===== src/rtl/mem_stage_if.sv =====
// Execute->memory->writeback handshake and bus bundle for the memory-access stage.
// The slave modport is the stage itself; master is the surrounding pipeline.
interface mem_stage_if;
  logic         EXreg_valid;
  logic         EX_ready_go;
  logic [238:0] EXreg_bus;
  logic         WB_allow_in;
  logic         flush;
  logic [31:0]  data_sram_rdata;
  logic         MEM_allow_in;
  logic         MEM_ready_go;
  logic         MEMreg_valid;
  logic [199:0] MEMreg_bus;
  logic [38:0]  MEM_bypass_bus;
  logic         st_disable;

  modport master (
    output EXreg_valid, EX_ready_go, EXreg_bus, WB_allow_in, flush, data_sram_rdata,
    input  MEM_allow_in, MEM_ready_go, MEMreg_valid, MEMreg_bus, MEM_bypass_bus, st_disable
  );

  modport slave (
    input  EXreg_valid, EX_ready_go, EXreg_bus, WB_allow_in, flush, data_sram_rdata,
    output MEM_allow_in, MEM_ready_go, MEMreg_valid, MEMreg_bus, MEM_bypass_bus, st_disable
  );
endinterface


===== src/rtl/mem_stage.sv =====
// Memory-access pipeline stage: latches the execute bus, holds the synchronous
// RAM read return across stalls, aligns/extends load data and picks the result.
module mem_stage (
  input  logic       clk,
  input  logic       reset,
  mem_stage_if.slave bus
);
  logic         valid_reg;
  logic         first_cycle_reg;
  logic [31:0]  rdata_buf_reg;
  logic [238:0] ex_bus_reg;
  logic         load_en;

  assign bus.MEM_ready_go = 1'b1;
  assign bus.MEM_allow_in = ~valid_reg | (bus.MEM_ready_go & bus.WB_allow_in);
  // flush wins over a simultaneous offer from execute
  assign load_en = bus.EX_ready_go & bus.MEM_allow_in & ~bus.flush;

  always_ff @(posedge clk or negedge reset) begin
    if (!reset) begin
      valid_reg       <= 1'b0;
      first_cycle_reg <= 1'b0;
      rdata_buf_reg   <= 32'h0;
      ex_bus_reg      <= '0;
    end else begin
      if (bus.flush) begin
        valid_reg <= 1'b0;
      end else if (bus.MEM_allow_in) begin
        valid_reg <= bus.EXreg_valid & bus.EX_ready_go;
      end
      if (load_en) begin
        ex_bus_reg <= bus.EXreg_bus;
      end
      first_cycle_reg <= load_en;
      if (first_cycle_reg) begin
        rdata_buf_reg <= bus.data_sram_rdata;
      end
    end
  end

  logic [15:0] ebus;
  logic        mul;
  logic [31:0] mul_result;
  logic [31:0] ex_result;
  logic [4:0]  ld_ctrl;
  logic        ertn_flush;
  logic [79:0] csr_ctrl;
  logic        res_from_csr;
  logic        rf_we;
  logic        res_from_mem;
  logic [4:0]  rf_waddr;
  logic [31:0] pc;

  assign ebus         = ex_bus_reg[238:223];
  assign mul          = ex_bus_reg[222];
  assign mul_result   = ex_bus_reg[221:190];
  assign ex_result    = ex_bus_reg[189:158];
  assign ld_ctrl      = ex_bus_reg[125:121];
  assign ertn_flush   = ex_bus_reg[120];
  assign csr_ctrl     = ex_bus_reg[119:40];
  assign res_from_csr = ex_bus_reg[39];
  assign rf_we        = ex_bus_reg[38];
  assign res_from_mem = ex_bus_reg[37];
  assign rf_waddr     = ex_bus_reg[36:32];
  assign pc           = ex_bus_reg[31:0];

  // RAM output is only valid in the cycle after the request; later cycles use the buffer
  logic [31:0] rdata_eff;
  assign rdata_eff = first_cycle_reg ? bus.data_sram_rdata : rdata_buf_reg;

  logic [7:0] lane [4];
  genvar gi;
  generate
    for (gi = 0; gi < 4; gi++) begin : g_lane
      assign lane[gi] = rdata_eff[8*gi +: 8];
    end
  endgenerate

  logic [7:0]  lane_byte;
  logic [15:0] lane_half;
  logic [31:0] load_data;
  logic [31:0] final_result;

  assign lane_byte = lane[ex_result[1:0]];
  assign lane_half = ex_result[1] ? rdata_eff[31:16] : rdata_eff[15:0];

  always_comb begin
    load_data = rdata_eff;
    if (ld_ctrl[2]) begin
      load_data = {{24{lane_byte[7]}}, lane_byte};
    end else if (ld_ctrl[3]) begin
      load_data = {24'h0, lane_byte};
    end else if (ld_ctrl[0]) begin
      load_data = {{16{lane_half[15]}}, lane_half};
    end else if (ld_ctrl[1]) begin
      load_data = {16'h0, lane_half};
    end
  end

  assign final_result = mul ? mul_result : (res_from_mem ? load_data : ex_result);

  assign bus.MEMreg_valid   = valid_reg & ~bus.flush;
  assign bus.st_disable     = valid_reg & ((|ebus) | ertn_flush);
  assign bus.MEMreg_bus     = {ebus, ex_result, ertn_flush, csr_ctrl, res_from_csr,
                               rf_we, rf_waddr, pc, final_result};
  assign bus.MEM_bypass_bus = {res_from_csr, rf_waddr, rf_we & valid_reg, final_result};
endmodule


===== src/flat_wrapper.sv =====
// flat-port wrapper written by rule: the top's interface ports become plain ports
module mem_stage_flat 
  (clk, reset, bus_EXreg_valid, bus_EX_ready_go, bus_EXreg_bus, bus_WB_allow_in, bus_flush, bus_data_sram_rdata, bus_MEM_allow_in, bus_MEM_ready_go, bus_MEMreg_valid, bus_MEMreg_bus, bus_MEM_bypass_bus, bus_st_disable);
  mem_stage_if bus_i ();
  input  logic clk;
  input  logic reset;
  input wire logic [$bits(bus_i.EXreg_valid)-1:0] bus_EXreg_valid;
  input wire logic [$bits(bus_i.EX_ready_go)-1:0] bus_EX_ready_go;
  input wire logic [$bits(bus_i.EXreg_bus)-1:0] bus_EXreg_bus;
  input wire logic [$bits(bus_i.WB_allow_in)-1:0] bus_WB_allow_in;
  input wire logic [$bits(bus_i.flush)-1:0] bus_flush;
  input wire logic [$bits(bus_i.data_sram_rdata)-1:0] bus_data_sram_rdata;
  output wire logic [$bits(bus_i.MEM_allow_in)-1:0] bus_MEM_allow_in;
  output wire logic [$bits(bus_i.MEM_ready_go)-1:0] bus_MEM_ready_go;
  output wire logic [$bits(bus_i.MEMreg_valid)-1:0] bus_MEMreg_valid;
  output wire logic [$bits(bus_i.MEMreg_bus)-1:0] bus_MEMreg_bus;
  output wire logic [$bits(bus_i.MEM_bypass_bus)-1:0] bus_MEM_bypass_bus;
  output wire logic [$bits(bus_i.st_disable)-1:0] bus_st_disable;
  assign bus_i.EXreg_valid = bus_EXreg_valid;
  assign bus_i.EX_ready_go = bus_EX_ready_go;
  assign bus_i.EXreg_bus = bus_EXreg_bus;
  assign bus_i.WB_allow_in = bus_WB_allow_in;
  assign bus_i.flush = bus_flush;
  assign bus_i.data_sram_rdata = bus_data_sram_rdata;
  assign bus_MEM_allow_in = bus_i.MEM_allow_in;
  assign bus_MEM_ready_go = bus_i.MEM_ready_go;
  assign bus_MEMreg_valid = bus_i.MEMreg_valid;
  assign bus_MEMreg_bus = bus_i.MEMreg_bus;
  assign bus_MEM_bypass_bus = bus_i.MEM_bypass_bus;
  assign bus_st_disable = bus_i.st_disable;
  mem_stage u_core (.clk(clk), .reset(reset), .bus(bus_i));
endmodule

===== config.mk =====
export PLATFORM = sky130hd
export DESIGN_NAME = mem_stage_flat
export DESIGN_NICKNAME = d
export VERILOG_FILES = /design/src/rtl/mem_stage_if.sv /design/src/rtl/mem_stage.sv /design/src/flat_wrapper.sv
export SDC_FILE = /design/constraint.sdc
export NUM_CORES = 1
export LEC_CHECK = 0
export CAP_MARGIN = 30
export CORE_AREA = 2 2 202 204
export CTS_BUF_LIST = sky130_fd_sc_hd__clkbuf_2 sky130_fd_sc_hd__clkbuf_4 sky130_fd_sc_hd__clkbuf_8
export CTS_CLUSTER_SIZE = 28
export DETAILED_ROUTE_END_ITERATION = 8
export DIE_AREA = 0 0 204 206
export HOLD_SLACK_MARGIN = 0.1
export PLACE_DENSITY_LB_ADDON = 0.05
export SYNTH_ARGS = -nofsm -noshare
export SYNTH_HDL_FRONTEND = slang
export SYNTH_SLANG_ARGS = --single-unit

===== constraint.sdc =====
create_clock -name clk -period 3.3 [get_ports clk]
set_input_delay 0.495 -clock clk [delete_from_list [all_inputs] [get_ports clk]]
set_output_delay 0.495 -clock clk [all_outputs]
set_load 0.005 [all_outputs]

==> flow_summary.ini, run 1 <==
[finish]
final_cells = 1831
final_nets = 1538
finalInstanceArea_um2 = 17320
layout-drive-gt1-share = 0.3606
area_delta_synth_final_pct = 45.31
largest_reg_flops = 206

[grt]
grt_overflow = 0
grt_pass1_vias = 8807
grt_max_degree = 77
antenna_found_initial = 2
grt_pass1_wl_um = 57370
track_usage = 0.1856

[setup_path]
timing.rr.start = u_core.valid_reg
crit_path_end_kind = output pin
worst-r2r-setup-slack_ps = 1370
cpMaxStageDelayCell = mux4_2
cp-start-kind = flop
startpoint = u_core.first_cycle_reg
slowest_delay_ps = 540
cp.required_ps = 2800
worstSetupPathType = reg2out
crit_path_cell_trace = buf_12 -> mux2_4 -> mux4_2 -> a211oi_4 -> buf_4 -> buf_12 -> buf_12 -> a21oi_2 -> buf_2
arrival_ps = 2840
r2r-end = u_core.ex_bus_reg[178]
reg2regPathDepth = 4
crit_top_cell = buf_12
cp_max_fo = 8

[synth]
syn_nets = 1207
synth_top_area_share = 0.5038
avgSynthCellArea_um2 = 12.82
async_flop_share = 1.000
yosys_register_bits = 240
ys_warn_count = 0
ys.flop_type = dfrtp_1
yosysUniqueCellTypes = 41
netlist_area_um2 = 11920
synth_top_cell_by_area = dfrtp_1
synth_area_leaders = dfrtp_1, mux2_2, buf_4
synth_edf_count = 0
ys_seq_area_frac = 0.5038
synthCells = 930

[floorplan]
die_y_um = 206
core_um2 = 40180
die_x_um = 204
start_util = 0.2966
die_area_um2 = 42020
io_pins = 520
rows = 74

[placement]
globalplace.congestion = 0.7345
io_buffers = 485
hpwlAfterDp_um = 29020
placed_cell_area_um2 = 16100
place_ws_ps = -117.0
dp.cells = 1732

[clocking]
clk_path_buf_depth = 3
cts_tree = done
htree_levels = 2
insertion_delay_ps = 590
cts-buffers-inserted = 47
clk_pin_slew_ps = 60
clock-root-buffer = clkbuf_8
cts.sinks = 240

[route]
drcViolationCount = 0
drtAntennaViolNets = 0
first_pass_iters = 4
dr.first_iter.drc_count = 227
wirelength_um = 39500
avgRoutedWirePerCell_um = 21.57
via_per_inst = 4.465
vias = 8175

[sta]
final_max_slew_viol_count = 0
rsz0062_at_grt = true
setup-tns-final_ps = -687.9
relSlewSlack = 0.5665
finalWorstSetupSlack_ps = -36.79
setup_violations = 24
finClkSkew_ps = 17.28
period_needed_ps = 3337
fmax_mhz = 299.7
tightest_slew_ps = 650.2
hold_violations = 0
fin_crit_sh = 1.011

[pwr]
p_leak_nw = 7.105
power.density_nw_per_um2 = 582.7
vdd_drop_max_v = 0.0003273

[outcome]
violations = negative setup slack
status = finished, violations left

[worst_hold_path]
hold_path_class = in2async

[job]
drv_cap = 0
[repair_timing]
item	in CTS	in global routing
pin swaps	13	0
endpoints found under the hold margin	67	0
gates cloned	3	0
endpoints found under the setup margin	64	58
gates resized for setup	209	24
hold buffers	1	0
buffers inserted	7	3
[layout make-up]
type	count	area [µm²]
Antenna cell	1	2.502
Clock buffer	80	1032
Clock inverter	6	36.28
Fill cell	3860	22860
Inverter	3	11.26
Multi-Input combinational cell	432	4327
Sequential cell	240	6007
Tap cell	532	665.6
Timing Repair Buffer	537	5240
[per-stage QoR]
step	total power [mW]	hold slack, ps	util
2_1_floorplan	5.458	199.4	-
3_3_place_gp	6.899	487.0	0.4006
3_5_place_dp	6.906	490.0	0.4006
4_1_cts	10.31	393.9	0.4302
5_1_grt	10.68	445.6	0.4311
6_report	10.09	432.7	0.4311
[placed cells by master, fill, tap and decap left out, types with 4 or more instances in the layout]
cell,instances
buf_2,37
a21oi_1,8
nand2_1,15
mux2i_1,8
a21oi_4,8
buf_12,10
a21oi_2,14
clkinv_2,4
o22ai_1,20
dlymetal6s2s_1,8
nor2_1,11
clkdlybuf4s50_1,422
mux4_2,15
clkbuf_4,11
o31a_1,6
o21a_1,8
dfrtp_1,239
o21ai_0,24
clkbuf_8,69
buf_6,4
buf_4,36
dlygate4sd2_1,12
and2_1,17
o22a_1,8
mux2_4,5
mux2_2,236
[worst max-delay path, delay by kind of cell, from the launching register on]
kind | cells | cell delay, ps
compound gates | 2 | 290
buf+inv | 5 | 690
flops | 1 | 410
mux | 2 | 840
[report_power, final]
part / internal [mW] / switching [mW] / leakage (nW)
combinational: 1.87 / 1.18 / 3.72
sequential: 3.43 / 0.291 / 2.82
clock: 1.96 / 1.36 / 0.567
total: 7.26 / 2.83 / 7.10
[cells in the mapped netlist (all sizes together) (2+ instances only)]
library cell	number
clkinv	2
nand2	15
a21oi	30
and2	17
mux2i	10
nor4	3
a21o	3
mux4	15
dfrtp	240
o21ai	28
or2	2
o22ai	20
mux2	241
buf	213
nor2	11
o31a	6
o22a	8
o21a	8
clkbuf	42
[layer usage]
metal,global-route usage,share of wire,vias to the layer above
met4,0.06289,0.021,2
li1,-,-,3740
met2,0.3184,0.51,296
met3,0.06055,0.081,58
met1,0.2186,0.39,4079
met5,0,0.00033,-
[worst max path at each step]
stage,endpoint,slack (ps),cells past startpoint
2_1_floorplan,bus_MEMreg_bus[21],740,7
3_3_place_gp,bus_MEMreg_bus[26],-170,7
3_5_place_dp,bus_MEMreg_bus[26],-120,7
4_1_cts,bus_MEMreg_bus[27],-140,8
5_1_grt,bus_MEM_bypass_bus[22],-190,9
6_report,bus_MEM_bypass_bus[20],-40,9
[kinds of logic after synthesis]
logic type | Yosys count | share of synthesized area
compound gates | 111 | 0.05931
flops | 240 | 0.5038
mux | 266 | 0.2657
simple gates | 54 | 0.02299
other cells | 1 | 0.0003146
buf+inv | 258 | 0.1479
No activity file was read; power rests on OpenSTA's default activity.
==> inputs of run 2 (changes only) <==
SKIP_LAST_GASP = 1   (was not set)
==> run 2 against run 1 <==
Net effect:
- the flow still finishes with violations (negative setup slack)
- sequential power about the same
- first-iteration DRC count fell by 2.2%
- global-route usage unchanged
- cell area fell by 0.20%
- via count is 0.32% higher
- critical endpoint unchanged
==> flow_summary.ini, run 2 (same netlist as run 1, synthesis figures left out) <==
[clocking]
clk_path_buf_depth = 3
cts-buffers-inserted = 47
clock-root-buffer = clkbuf_8
htree_levels = 2
insertion_delay_ps = 590
cts_tree = done
clk_pin_slew_ps = 60
cts.sinks = 240

[sta]
tightest_slew_ps = 641.3
relSlewSlack = 0.5725
finalWorstSetupSlack_ps = -40.65
setup_violations = 33
period_needed_ps = 3341
fmax_mhz = 299.3
finClkSkew_ps = 16.67
hold_violations = 0
fin_crit_sh = 1.012
rsz0062_at_grt = true
final_max_slew_viol_count = 0

[placement]
io_buffers = 485
place_ws_ps = -117.0
dp.cells = 1732
hpwlAfterDp_um = 29020
globalplace.congestion = 0.7345

[outcome]
status = finished, violations left
violations = negative setup slack

[floorplan]
die_x_um = 204
core_um2 = 40180
io_pins = 520
start_util = 0.2966
rows = 74
die_area_um2 = 42020
die_y_um = 206

[setup_path]
crit_path_cell_trace = buf_12 -> mux2_4 -> mux4_2 -> a211oi_4 -> buf_4 -> buf_12 -> buf_12 -> a21oi_2 -> buf_2
cp-start-kind = flop
cp_max_fo = 8
cp.required_ps = 2800
cpMaxStageDelayCell = mux4_2
crit_path_end_kind = output pin
cp_top_family = multiplexers
arrival_ps = 2850
crit_top_cell = buf_12
slowest_delay_ps = 540
path_buf_inv = 5
worstSetupPathType = reg2out

[job]
drv_cap = 0

[pwr]
combPwrFrac = 0.302
switchingPower_mw = 2.830
p_leak_nw = 7.046
clkPwrFrac = 0.329
p_seq_frac = 0.369
swShare = 0.2804
power.density_nw_per_um2 = 583.8
vdd_drop_max_v = 0.0003273
internal-power_mw = 7.262

[grt]
grt_pass1_wl_um = 57370
track_usage = 0.1856
grt_pass1_vias = 8807
grt_max_degree = 77
antenna_found_initial = 2
grt_overflow = 0

[route]
vias = 8201
dr.first_iter.drc_count = 222
wirelength_um = 39500
drcViolationCount = 0
via_per_inst = 4.479
drtAntennaViolNets = 0
avgRoutedWirePerCell_um = 21.57
first_pass_iters = 4

[finish]
layout-drive-gt1-share = 0.3559
largest_reg_flops = 206
area_delta_synth_final_pct = 45.03
final_nets = 1538
final_common_cell = clkdlybuf4s50_1
final_cells = 1831
utilization = 0.4302
final_cell_mix = clkdlybuf4s50_1, dfrtp_1, mux2_2

[worst_hold_path]
hold_path_class = in2async
[run 2: changes by cell type in the layout (fill, tap and decap cells not counted), sizes merged]
| cell | previous run | this run |
|---|---|---|
| dlymetal6s2s | 8 | 1 |
| clkdlybuf4s50 | 422 | 429 |
| clkbuf | 83 | 82 |
| clkdlybuf4s15 | 1 | 2 |
[run 2: metal layers]
layer  share of wire  global-route usage  vias to the layer above
met2            0.51              0.3184                      296
met4           0.021             0.06289                        2
met1            0.39              0.2186                     4104
met3           0.083             0.06055                       60
li1                -                   -                     3739
met5         0.00033                   0                        -
[run 2: cell type report]
cell class              instances  area (µm²)
diodes                          1       2.502
clock buffers                  80        1032
clock inverters                 6       36.28
fillers                      3863       22900
inverters                       3       11.26
multi-input cells             432        4305
flip-flops and latches        240        6007
well taps                     532       665.6
repair buffers                537        5228
[run 2: per-stage QoR]
step                      total power [mW]  TNS (ps)  cell area (µm²)  hold slack, ps
final                                10.09    -837.9            17290           431.4
after global routing                 10.67     -7715            17290           445.6
after CTS                            10.31     -5228            17290           393.9
after detailed placement             6.906     -2081            16100           490.0
after global placement               6.899     -3803            16100           487.0
after floorplan                      5.458         0            11920           199.4
[run 2: path summary, 6_finish.rpt]
kind                       slack [ps]  depth (start not counted)                    from                endpoint
max                               -40                          9  u_core.first_cycle_reg  bus_MEM_bypass_bus[20]
min                               430                          2                   reset  u_core.ex_bus_reg[164]
max reg2reg                      1370                          4        u_core.valid_reg  u_core.ex_bus_reg[178]
min reg2reg                       500                          1   u_core.ex_bus_reg[47]   u_core.ex_bus_reg[47]
max in group asynchronous        2030                          3                   reset  u_core.ex_bus_reg[173]
min in group clk                  460                          3         bus_EXreg_valid        u_core.valid_reg
[run 2: power by group through the flow]
stage                     clock network [mW]  logic [mW]  registers, mW
after CTS                               3.47        3.12           3.72
after floorplan                            0        1.79           3.67
after global placement                     0        3.15           3.75
final                                   3.32        3.05           3.72
after detailed placement                   0        3.14           3.76
after global routing                    3.60        3.28           3.79
[run 2: repair_timing]
item | in CTS | in global routing
endpoints found under the hold margin | 67 | 0
gates resized for setup | 209 | 10
hold buffers | 1 | 0
setup buffers | 7 | 3
cloned | 3 | 0
pin swaps | 13 | 0
endpoints found under the setup margin | 64 | 58
